File: config.mk
export PLATFORM = sky130hd
export DESIGN_NAME = mem_access
export DESIGN_NICKNAME = d
export VERILOG_FILES = /design/src/rtl/mem_access.sv
export SDC_FILE = /design/constraint.sdc
export NUM_CORES = 1
export LEC_CHECK = 0
export CAP_MARGIN = 0
export CORE_UTILIZATION = 37
export CTS_CLUSTER_SIZE = 8
export DETAILED_ROUTE_END_ITERATION = 6
export HOLD_SLACK_MARGIN = 0.12
export PLACE_DENSITY_LB_ADDON = 0.2
export SKIP_CTS_REPAIR_TIMING = 1
export SYNTH_ARGS = -nofsm -noshare
export SYNTH_HDL_FRONTEND = slang
export SYNTH_SLANG_ARGS = --single-unit
File: constraint.sdc
create_clock -name clk_100MHz -period 1.44 [get_ports clk_100MHz]
set_input_delay 0.144 -clock clk_100MHz [delete_from_list [all_inputs] [get_ports clk_100MHz]]
set_output_delay 0.144 -clock clk_100MHz [all_outputs]
set_load 0.01 [all_outputs]
File: src/rtl/mem_access.sv
`timescale 1ns/1ps
// Memory-access pipeline stage: aligned B/H/W loads and stores over a req/ack
// data bus, with load extension, upstream stall, misalignment and timeout reporting.
module mem_access #(
  parameter int unsigned TIMEOUT_CYCLES = 255
) (
  input  logic        clk_100MHz,
  input  logic        arst_n,
  input  logic        mem_r_ena_i,
  input  logic [31:0] mem_r_addr_i,
  input  logic        mem_w_ena_i,
  input  logic [31:0] mem_w_addr_i,
  input  logic [31:0] mem_w_data_i,
  input  logic [31:0] inst_i,
  input  logic [4:0]  reg_w_addr_i,
  input  logic        reg_w_ena_i,
  input  logic [31:0] reg_w_data_i,
  output logic        dbus_req_o,
  output logic        dbus_we_o,
  output logic [31:0] dbus_addr_o,
  output logic [3:0]  dbus_be_o,
  output logic [31:0] dbus_wdata_o,
  input  logic [31:0] dbus_rdata_i,
  input  logic        dbus_ack_i,
  output logic [4:0]  reg_w_addr_o,
  output logic        reg_w_ena_o,
  output logic [31:0] reg_w_data_o,
  output logic        hold_o,
  output logic        misalign_o,
  output logic        bus_err_o
);

  typedef enum logic [1:0] {S_IDLE, S_REQ, S_DONE} state_e;

  localparam logic [7:0] TMO_LAST = 8'(TIMEOUT_CYCLES - 1);

  state_e      state_q, state_d;
  logic        req_q, req_d, we_q, we_d, abort_q, abort_d;
  logic [31:0] addr_q, addr_d, wdata_q, wdata_d, rdata_q, rdata_d;
  logic [3:0]  be_q, be_d;
  logic [7:0]  cnt_q, cnt_d;

  logic        is_store, acc_en, sz_b, sz_h, misaligned;
  logic [2:0]  funct3;
  logic [31:0] acc_addr, st_wdata, ld_data;
  logic [3:0]  st_be;
  logic [7:0]  ld_byte;
  logic [15:0] ld_half;
  logic        hold, misalign, bus_err, w_ena;
  logic [31:0] w_data;
  logic        unused_inst;

  assign unused_inst = ^{inst_i[31:15], inst_i[11:0]};
  assign funct3      = inst_i[14:12];
  assign is_store    = mem_w_ena_i;
  assign acc_en      = mem_w_ena_i | mem_r_ena_i;
  assign acc_addr    = is_store ? mem_w_addr_i : mem_r_addr_i;

  // Loads use funct3[2] as the unsigned flag, so only stores decode all three bits.
  always_comb begin
    if (is_store) begin
      sz_b = (funct3 == 3'b000);
      sz_h = (funct3 == 3'b001);
    end else begin
      sz_b = (funct3[1:0] == 2'b00);
      sz_h = (funct3[1:0] == 2'b01);
    end
  end

  assign misaligned = sz_h ? acc_addr[0] : (!sz_b && acc_addr[1:0] != 2'b00);
  assign st_be      = sz_b ? (4'b0001 << acc_addr[1:0])
                    : sz_h ? (acc_addr[1] ? 4'b1100 : 4'b0011) : 4'b1111;
  assign st_wdata   = sz_b ? {4{mem_w_data_i[7:0]}}
                    : sz_h ? {2{mem_w_data_i[15:0]}} : mem_w_data_i;

  // EX/MEM is stalled during REQ, so the live load address and funct3 are valid at ack.
  assign ld_byte = dbus_rdata_i[{mem_r_addr_i[1:0], 3'b000} +: 8];
  assign ld_half = dbus_rdata_i[{mem_r_addr_i[1], 4'b0000} +: 16];
  always_comb begin
    unique case (funct3[1:0])
      2'b00:   ld_data = {{24{~funct3[2] & ld_byte[7]}}, ld_byte};
      2'b01:   ld_data = {{16{~funct3[2] & ld_half[15]}}, ld_half};
      default: ld_data = dbus_rdata_i;
    endcase
  end

  always_comb begin
    // NOTE: every combinational output gets a default first so no path infers a latch.
    state_d  = state_q;
    req_d    = req_q;
    we_d     = we_q;
    addr_d   = addr_q;
    be_d     = be_q;
    wdata_d  = wdata_q;
    cnt_d    = cnt_q;
    rdata_d  = rdata_q;
    abort_d  = abort_q;
    hold     = 1'b0;
    misalign = 1'b0;
    bus_err  = 1'b0;
    w_ena    = reg_w_ena_i;
    w_data   = reg_w_data_i;
    unique case (state_q)
      S_IDLE: begin
        if (acc_en) begin
          w_ena = 1'b0;
          if (misaligned) begin
            misalign = 1'b1;
          end else begin
            hold    = 1'b1;
            state_d = S_REQ;
            req_d   = 1'b1;
            we_d    = is_store;
            addr_d  = {acc_addr[31:2], 2'b00};
            be_d    = is_store ? st_be : 4'b1111;
            wdata_d = is_store ? st_wdata : 32'h0;
          end
        end
      end
      S_REQ: begin
        hold  = 1'b1;
        w_ena = 1'b0;
        if (dbus_ack_i) begin
          req_d   = 1'b0;
          rdata_d = ld_data;
          cnt_d   = 8'd0;
          state_d = S_DONE;
        end else if (cnt_q == TMO_LAST) begin
          req_d   = 1'b0;
          abort_d = 1'b1;
          cnt_d   = 8'd0;
          state_d = S_DONE;
        end else begin
          cnt_d = cnt_q + 8'd1;
        end
      end
      S_DONE: begin
        state_d = S_IDLE;
        abort_d = 1'b0;
        bus_err = abort_q;
        if (we_q) begin
          w_ena = 1'b0;
        end else begin
          w_ena  = reg_w_ena_i & ~abort_q;
          w_data = rdata_q;
        end
      end
      default: state_d = S_IDLE;
    endcase
  end

  always_ff @(posedge clk_100MHz or negedge arst_n) begin
    if (!arst_n) begin
      state_q <= S_IDLE;
      req_q   <= 1'b0;
      we_q    <= 1'b0;
      addr_q  <= 32'h0;
      be_q    <= 4'h0;
      wdata_q <= 32'h0;
      cnt_q   <= 8'd0;
      rdata_q <= 32'h0;
      abort_q <= 1'b0;
    end else begin
      // NOTE: non-blocking assignments so every register samples pre-edge values.
      state_q <= state_d;
      req_q   <= req_d;
      we_q    <= we_d;
      addr_q  <= addr_d;
      be_q    <= be_d;
      wdata_q <= wdata_d;
      cnt_q   <= cnt_d;
      rdata_q <= rdata_d;
      abort_q <= abort_d;
    end
  end

  assign dbus_req_o   = req_q;
  assign dbus_we_o    = we_q;
  assign dbus_addr_o  = addr_q;
  assign dbus_be_o    = be_q;
  assign dbus_wdata_o = wdata_q;

  // The pass-through path would otherwise leak EX/MEM values while reset is asserted.
  assign hold_o       = arst_n & hold;
  assign misalign_o   = arst_n & misalign;
  assign bus_err_o    = arst_n & bus_err;
  assign reg_w_ena_o  = arst_n & w_ena;
  assign reg_w_addr_o = arst_n ? reg_w_addr_i : 5'd0;
  assign reg_w_data_o = arst_n ? w_data : 32'h0;

endmodule

==> impl_metrics.yaml, run 1 <==
status:
  status: "finished, violations left"
  violations: "negative setup slack"
global_routing:
  grt_pass1_vias: 6423
  track_usage: 0.238
  antenna_found_initial: 2
  grt_overflow_total: 0
  grt_max_degree: 37
  grt_pass1_wl_mm: 33.4
cells_and_area:
  drive_gt1_frac: 0.391
  fin_nets: 1210
  instances_no_fill: 1231
  post-route-util: 0.701
  syn_to_final_growth_pct: 82.3
placement:
  pre_cts_ws_ps: -725
  io_buffer_count: 282
  gp_congestion: 0.862
  placedCellCount: 1168
  hpwl_mm: 16.7
clock_network:
  cts_tree: "built"
  numClockSinks: 111
  htreeDepth: 3
  clock_latency_ps: 360
  cts.clk_slew.worst_paths_ps: 70
  numCtsBuffers: 9
  cts_buffer_depth: 2
  cts_root_buf: "clkbuf_16"
setup_path:
  required_ps: 1300
  arrival_ps: 1770
  path_class: "reg2out"
  crit_fanout: 8
  endpoint_kind: "primary output"
  cp-start-kind: "register"
routing:
  drt_iter0_markers: 371
  wl_per_cell_um: 19.9
  totalWireLength_mm: 24.5
  dr.pass1.iters: 5
  vias: 6581
  vias_per_cell: 5.35
  route.detailed.drc: 0
  ant_nets: 0
sta:
  finalCritPeriodShare: 1.33
  fin_skew_ps: 6.07
  slew_viol_final: 0
  fmax_ghz: 0.521
  fin_crit_ps: 1920
  rsz0062_at_grt: "true"
  hold_violations: 0
  hold_slack_ps: 350
  finalSetupViolations: 141
  fin_ws_ps: -478
die:
  die_y_um: 134
  dieArea_um2: 18000
  row_count: 47
  dieWidth_um: 134
  coreArea_um2: 16800
  start_util: 0.385
  io_pins: 314
yosys:
  async_flop_share: 1.00
  ys_top_cells_by_count: "dfrtp_1 (111), nand2_1 (100), mux2_2 (43)"
  yosysUniqueCellTypes: 49
  postSynthAreaPerCell_um2: 10.5
  synth_area_um2: 6470
  yosys.area.top_type: "dfrtp_1"
  ys_ff_latch: 111
  synth_cells: 618
  synthTopCellsByArea: "dfrtp_1 (43%), mux2_2 (7.5%), mux2_4 (6.3%), nand2_1 (5.8%), mux2i_1 (4.9%)"
  synth_edf_count: 0
  synthDominantCellAreaShare: 0.429
  seq_area_frac_synth: 0.429
  yosysMostFrequentCell: "dfrtp_1"
  yosys_most_used_dff: "dfrtp_1"
  ys_warn_count: 0
pwr:
  vdd_drop_max_uv: 791
  leakage_nw: 5.83
  p_per_area_nw_per_um2: 1500
min_path:
  hp-class: "in2reg"
flow_run:
  cap_violations: 0
-- worst paths after layout --
check / from / endpoint / slack [ps] / cells past startpoint
max reg2reg: state_q[0]$_DFFE_PN0P_ / dbus_addr_o[29]$_DFFE_PN0P_ / -340 / 7
min: inst_i[12] / rdata_q[13]$_DFFE_PN0P_ / 350 / 4
min in group asynchronous: arst_n / dbus_we_o$_DFFE_PN0P_ / 410 / 3
max in group asynchronous: arst_n / dbus_addr_o[6]$_DFFE_PN0P_ / 370 / 4
max: dbus_we_o$_DFFE_PN0P_ / reg_w_data_o[5] / -480 / 6
min reg2reg: dbus_wdata_o[30]$_DFFE_PN0P_ / dbus_wdata_o[30]$_DFFE_PN0P_ / 490 / 1
-- cells in the final DEF, fill, tap and decap left out, types with 8 or more instances in the layout --
master and count:
a21boi_2 8, buf_4 78, nand2_1 90, clkbuf_16 20, clkdlybuf4s50_1 186, nand3_2 26, a21oi_1 16, nor2_1 19
a21oi_2 12, mux2i_1 32, inv_1 9, mux4_2 8, mux2_2 41, nand3_4 8, nor2_2 13, a22o_1 10
buf_12 16, a211oi_2 8, buf_6 29, dlymetal6s2s_1 59, a21boi_1 24, o2bb2ai_2 13, mux2_4 29, buf_2 32
nand2_2 9, dfrtp_1 110
-- worst max-delay path: stages, from the launching register on --
cell,delay [ps]
dfrtp_1,440
nor3b_4,280
buf_6,160
clkbuf_16,160
nand2_4,40
a21boi_2,170
buf_2,150
-- layout make-up --
type                    instances  area, µm²
multi-input cells             450       4030
well taps                     220        275
fillers                      1199       5020
clock buffers                  11        233
repair buffers                424       4410
diodes                          1       2.50
inverters                       9       33.8
clock inverters                 5       35.0
flip-flops and latches        111       2780
-- power breakdown --
group          total (mW)  internal, mW  switching [mW]
Sequential           5.65          4.57            1.08
Combinational        9.69          5.69            4.00
Clock                2.35          1.18            1.17
-- per-stage QoR --
stage	instance area, µm²	TNS (ps)	total power, mW
after floorplan	6520	-225	9.08
after CTS	10400	-45950	15.8
after detailed placement	10200	-67780	13.4
after global routing	11800	-44000	18.6
after global placement	10200	-62000	13.2
final	11800	-36590	17.7
-- flip-flops by register name (all words and copies together) (netlist names) --
| register | flops |
|---|---|
| dbus_wdata_o | 32 |
| abort_q | 1 |
| dbus_req_o | 1 |
| dbus_we_o | 1 |
| state_q | 2 |
| dbus_be_o | 4 |
| rdata_q | 32 |
| cnt_q | 8 |
| dbus_addr_o | 30 |
-- metal layers --
| layer | wire (µm) | track usage | up-vias |
|---|---|---|---|
| met5 | 13 | 0 | - |
| met4 | 673 | 0.0787 | 2 |
| met3 | 1740 | 0.0472 | 47 |
| met2 | 12800 | 0.426 | 320 |
| met1 | 9220 | 0.286 | 3230 |
| li1 | - | - | 2982 |
-- cell families after synthesis --
| logic type | count (synthesis) | share of synthesized area |
|---|---|---|
| muxes | 110 | 0.215 |
| AOI/OAI and AO/OA | 127 | 0.153 |
| xor gates and xnor gates | 2 | 0.00271 |
| and+or+nand+nor | 206 | 0.144 |
| buffers and inverters | 58 | 0.0505 |
| adders and majority gates | 3 | 0.00541 |
| other | 1 | 0.000579 |
| DFF | 111 | 0.429 |
Note: power is estimated with default switching activity, not from simulation.
==> inputs of run 2 (changes only) <==
--- a/config.mk
+++ b/config.mk
@@ -5,6 +5,7 @@
 export SDC_FILE = /design/constraint.sdc
 export NUM_CORES = 1
 export LEC_CHECK = 0
+export ABC_CLOCK_PERIOD_IN_PS = 1440
 export CAP_MARGIN = 0
 export CORE_UTILIZATION = 37
 export CTS_CLUSTER_SIZE = 8
==> results of run 2 <==
Final layout, timing and power as in run 1 (identical DEF).
==> inputs of run 3 (changes only) <==
--- a/config.mk
+++ b/config.mk
@@ -6,11 +6,13 @@
 export NUM_CORES = 1
 export LEC_CHECK = 0
 export ABC_CLOCK_PERIOD_IN_PS = 1440
-export CAP_MARGIN = 0
+export CAP_MARGIN = 20
+export CORE_ASPECT_RATIO = 0.9
 export CORE_UTILIZATION = 37
 export CTS_CLUSTER_SIZE = 8
 export DETAILED_ROUTE_END_ITERATION = 6
 export HOLD_SLACK_MARGIN = 0.12
+export MAX_ROUTING_LAYER = met4
 export PLACE_DENSITY_LB_ADDON = 0.2
 export SKIP_CTS_REPAIR_TIMING = 1
 export SYNTH_ARGS = -nofsm -noshare
==> run 3 against run 2 <==
Net effect:
- the run still ends with negative setup slack left
- hold slack gained 60 ps
- critical endpoint is now reg_w_data_o[22]
- largest cell class unchanged
- sequential cell count did not move
- largest power group unchanged
- final area shrank 4.1%
==> impl_metrics.yaml, run 3 (synthesis results as in run 1) <==
setup_path:
  r2r_end: "dbus_addr_o[22]$_DFFE_PN0P_"
  crit_fanout: 8
  path_class: "reg2out"
  reg2regPathDepth: 7
  endpoint_kind: "primary output"
  r2r_start: "state_q[0]$_DFFE_PN0P_"
  required_ps: 1300
  arrival_ps: 1790
  r2r_slack_ps: -370
  cp-start-kind: "register"
die:
  start_util: 0.381
  row_count: 45
  dieWidth_um: 141
  dieArea_um2: 18000
  coreArea_um2: 17000
  die_y_um: 127
  io_pins: 314
sta:
  fmax_ghz: 0.517
  worst_pin_slew_ps: 535
  finalSetupViolations: 133
  slew_viol_final: 0
  hold_slack_ps: 409
  hold_violations: 0
  fin_tns_setup_ps: -37850
  fin_crit_ps: 1930
  finalCritPeriodShare: 1.34
  fin_skew_ps: 12.0
  fin_ws_ps: -495
  timing.max_slew.rel_slack: 0.642
  rsz0062_at_grt: "true"
pwr:
  p_per_area_nw_per_um2: 1490
  p_seq_frac: 0.330
  leakage_nw: 5.62
  p_sw_frac: 0.349
  switchingPower_mw: 5.87
  vdd_drop_max_uv: 793
  internal-power_mw: 11.0
  power_frac_comb: 0.531
  power_frac_clock: 0.140
global_routing:
  antenna_found_initial: 2
  grt_max_degree: 41
  track_usage: 0.240
  grt_overflow_total: 0
  grt_pass1_wl_mm: 32.6
  grt_pass1_vias: 6239
clock_network:
  htreeDepth: 3
  cts.clk_slew.worst_paths_ps: 80
  clock_latency_ps: 360
  numCtsBuffers: 9
  numClockSinks: 111
  cts_root_buf: "clkbuf_16"
  cts_tree: "built"
  cts_buffer_depth: 2
cells_and_area:
  syn_to_final_growth_pct: 74.9
  layout_commonest_cell: "clkdlybuf4s50_1"
  fin_nets: 1199
  drive_gt1_frac: 0.351
  design_area_um2: 11300
  multi_input_area_um2: 3760
  fillers: 1296
  layout_common_cells: "clkdlybuf4s50_1 (196), dfrtp_1 (111), buf_4 (85)"
  regArea_um2: 2780
routing:
  wl_per_cell_um: 18.6
  vias: 6397
  ant_nets: 0
  dr.pass1.iters: 4
  vias_per_cell: 5.18
  route.detailed.drc: 0
  totalWireLength_mm: 22.9
  drt_iter0_markers: 233
placement:
  io_buffer_count: 282
  placed_area_um2: 10200
  hpwl_mm: 16.1
  gp_congestion: 0.875
status:
  violations: "negative setup slack"
  status: "finished, violations left"
flow_run:
  cap_violations: 0
min_path:
  min_from: "mem_w_data_i[25]"
  whs_endpoint: "dbus_wdata_o[25]$_DFFE_PN0P_"
  hold_depth: 3
  hp-class: "in2reg"
## run 3: changes by cell type in the layout (fill, tap and decap cells not counted), moves of 9 or more
cell and delta:
nand3_1 +17, dlymetal6s2s_1 -11, o2bb2ai_2 -9, a21boi_1 -9, nand3_2 -10, clkdlybuf4s50_1 +10, buf_6 -10, o2bb2ai_1 +12
nand2_1 -9, nor2_1 +14, nor2_2 -13, a21boi_2 +9
## run 3: worst max-delay path by stage
stage	start	endpoint	slack, ps	depth (start not counted)
floorplan	cnt_q[0]$_DFFE_PN0P_	cnt_q[4]$_DFFE_PN0P_	-40	6
global placement	mem_r_addr_i[0]	hold_o	-640	6
detailed placement	mem_r_addr_i[0]	hold_o	-650	6
CTS	state_q[0]$_DFFE_PN0P_	reg_w_data_o[22]	-840	5
global route	state_q[0]$_DFFE_PN0P_	reg_w_data_o[31]	-580	7
finish	state_q[0]$_DFFE_PN0P_	reg_w_data_o[22]	-490	7
## run 3: worst max-delay path, stage by stage (launching register included)
cell and delay [ps]:
dfrtp_1 410, buf_6 130, nor3b_4 200, buf_6 150, clkbuf_16 160, nand2_4 50, a21boi_2 160, buf_2 160
## run 3: per-stage QoR
stage                     std cells  setup WS (ps)   util  power (mW)
after global routing           1236           -578  0.665        17.8
after global placement         1180           -643  0.598        13.0
after floorplan                 619          -44.0      -        9.08
after CTS                      1196           -843  0.614        15.6
after detailed placement       1180           -655  0.598        13.2
final                          1236           -495  0.665        16.8
## run 3: area by class of cell
| class | count | share of cell area |
|---|---|---|
| repair buffers | 413 | 0.369 |
| multi-input cells | 450 | 0.332 |
| flip-flops and latches | 111 | 0.245 |
| well taps | 235 | 0.0260 |
| clock buffers | 12 | 0.0209 |
| inverters | 9 | 0.00299 |
| clock inverters | 4 | 0.00287 |
| diodes | 2 | 0.000442 |
## run 3: layer usage
metal,vias up,GRT usage,wire (µm)
met5,-,-,0
li1,2950,-,-
met2,288,0.391,11200
met4,0,0.0886,663
met1,3113,0.295,9410
met3,46,0.0491,1650
## run 3: power groups by stage
stage	Sequential (mW)	Clock (mW)	Combinational [mW]
floorplan	5.74	0	3.34
global placement	5.49	0	7.55
detailed placement	5.49	0	7.74
CTS	5.51	2.38	7.75
global route	5.72	2.50	9.54
finish	5.55	2.35	8.93
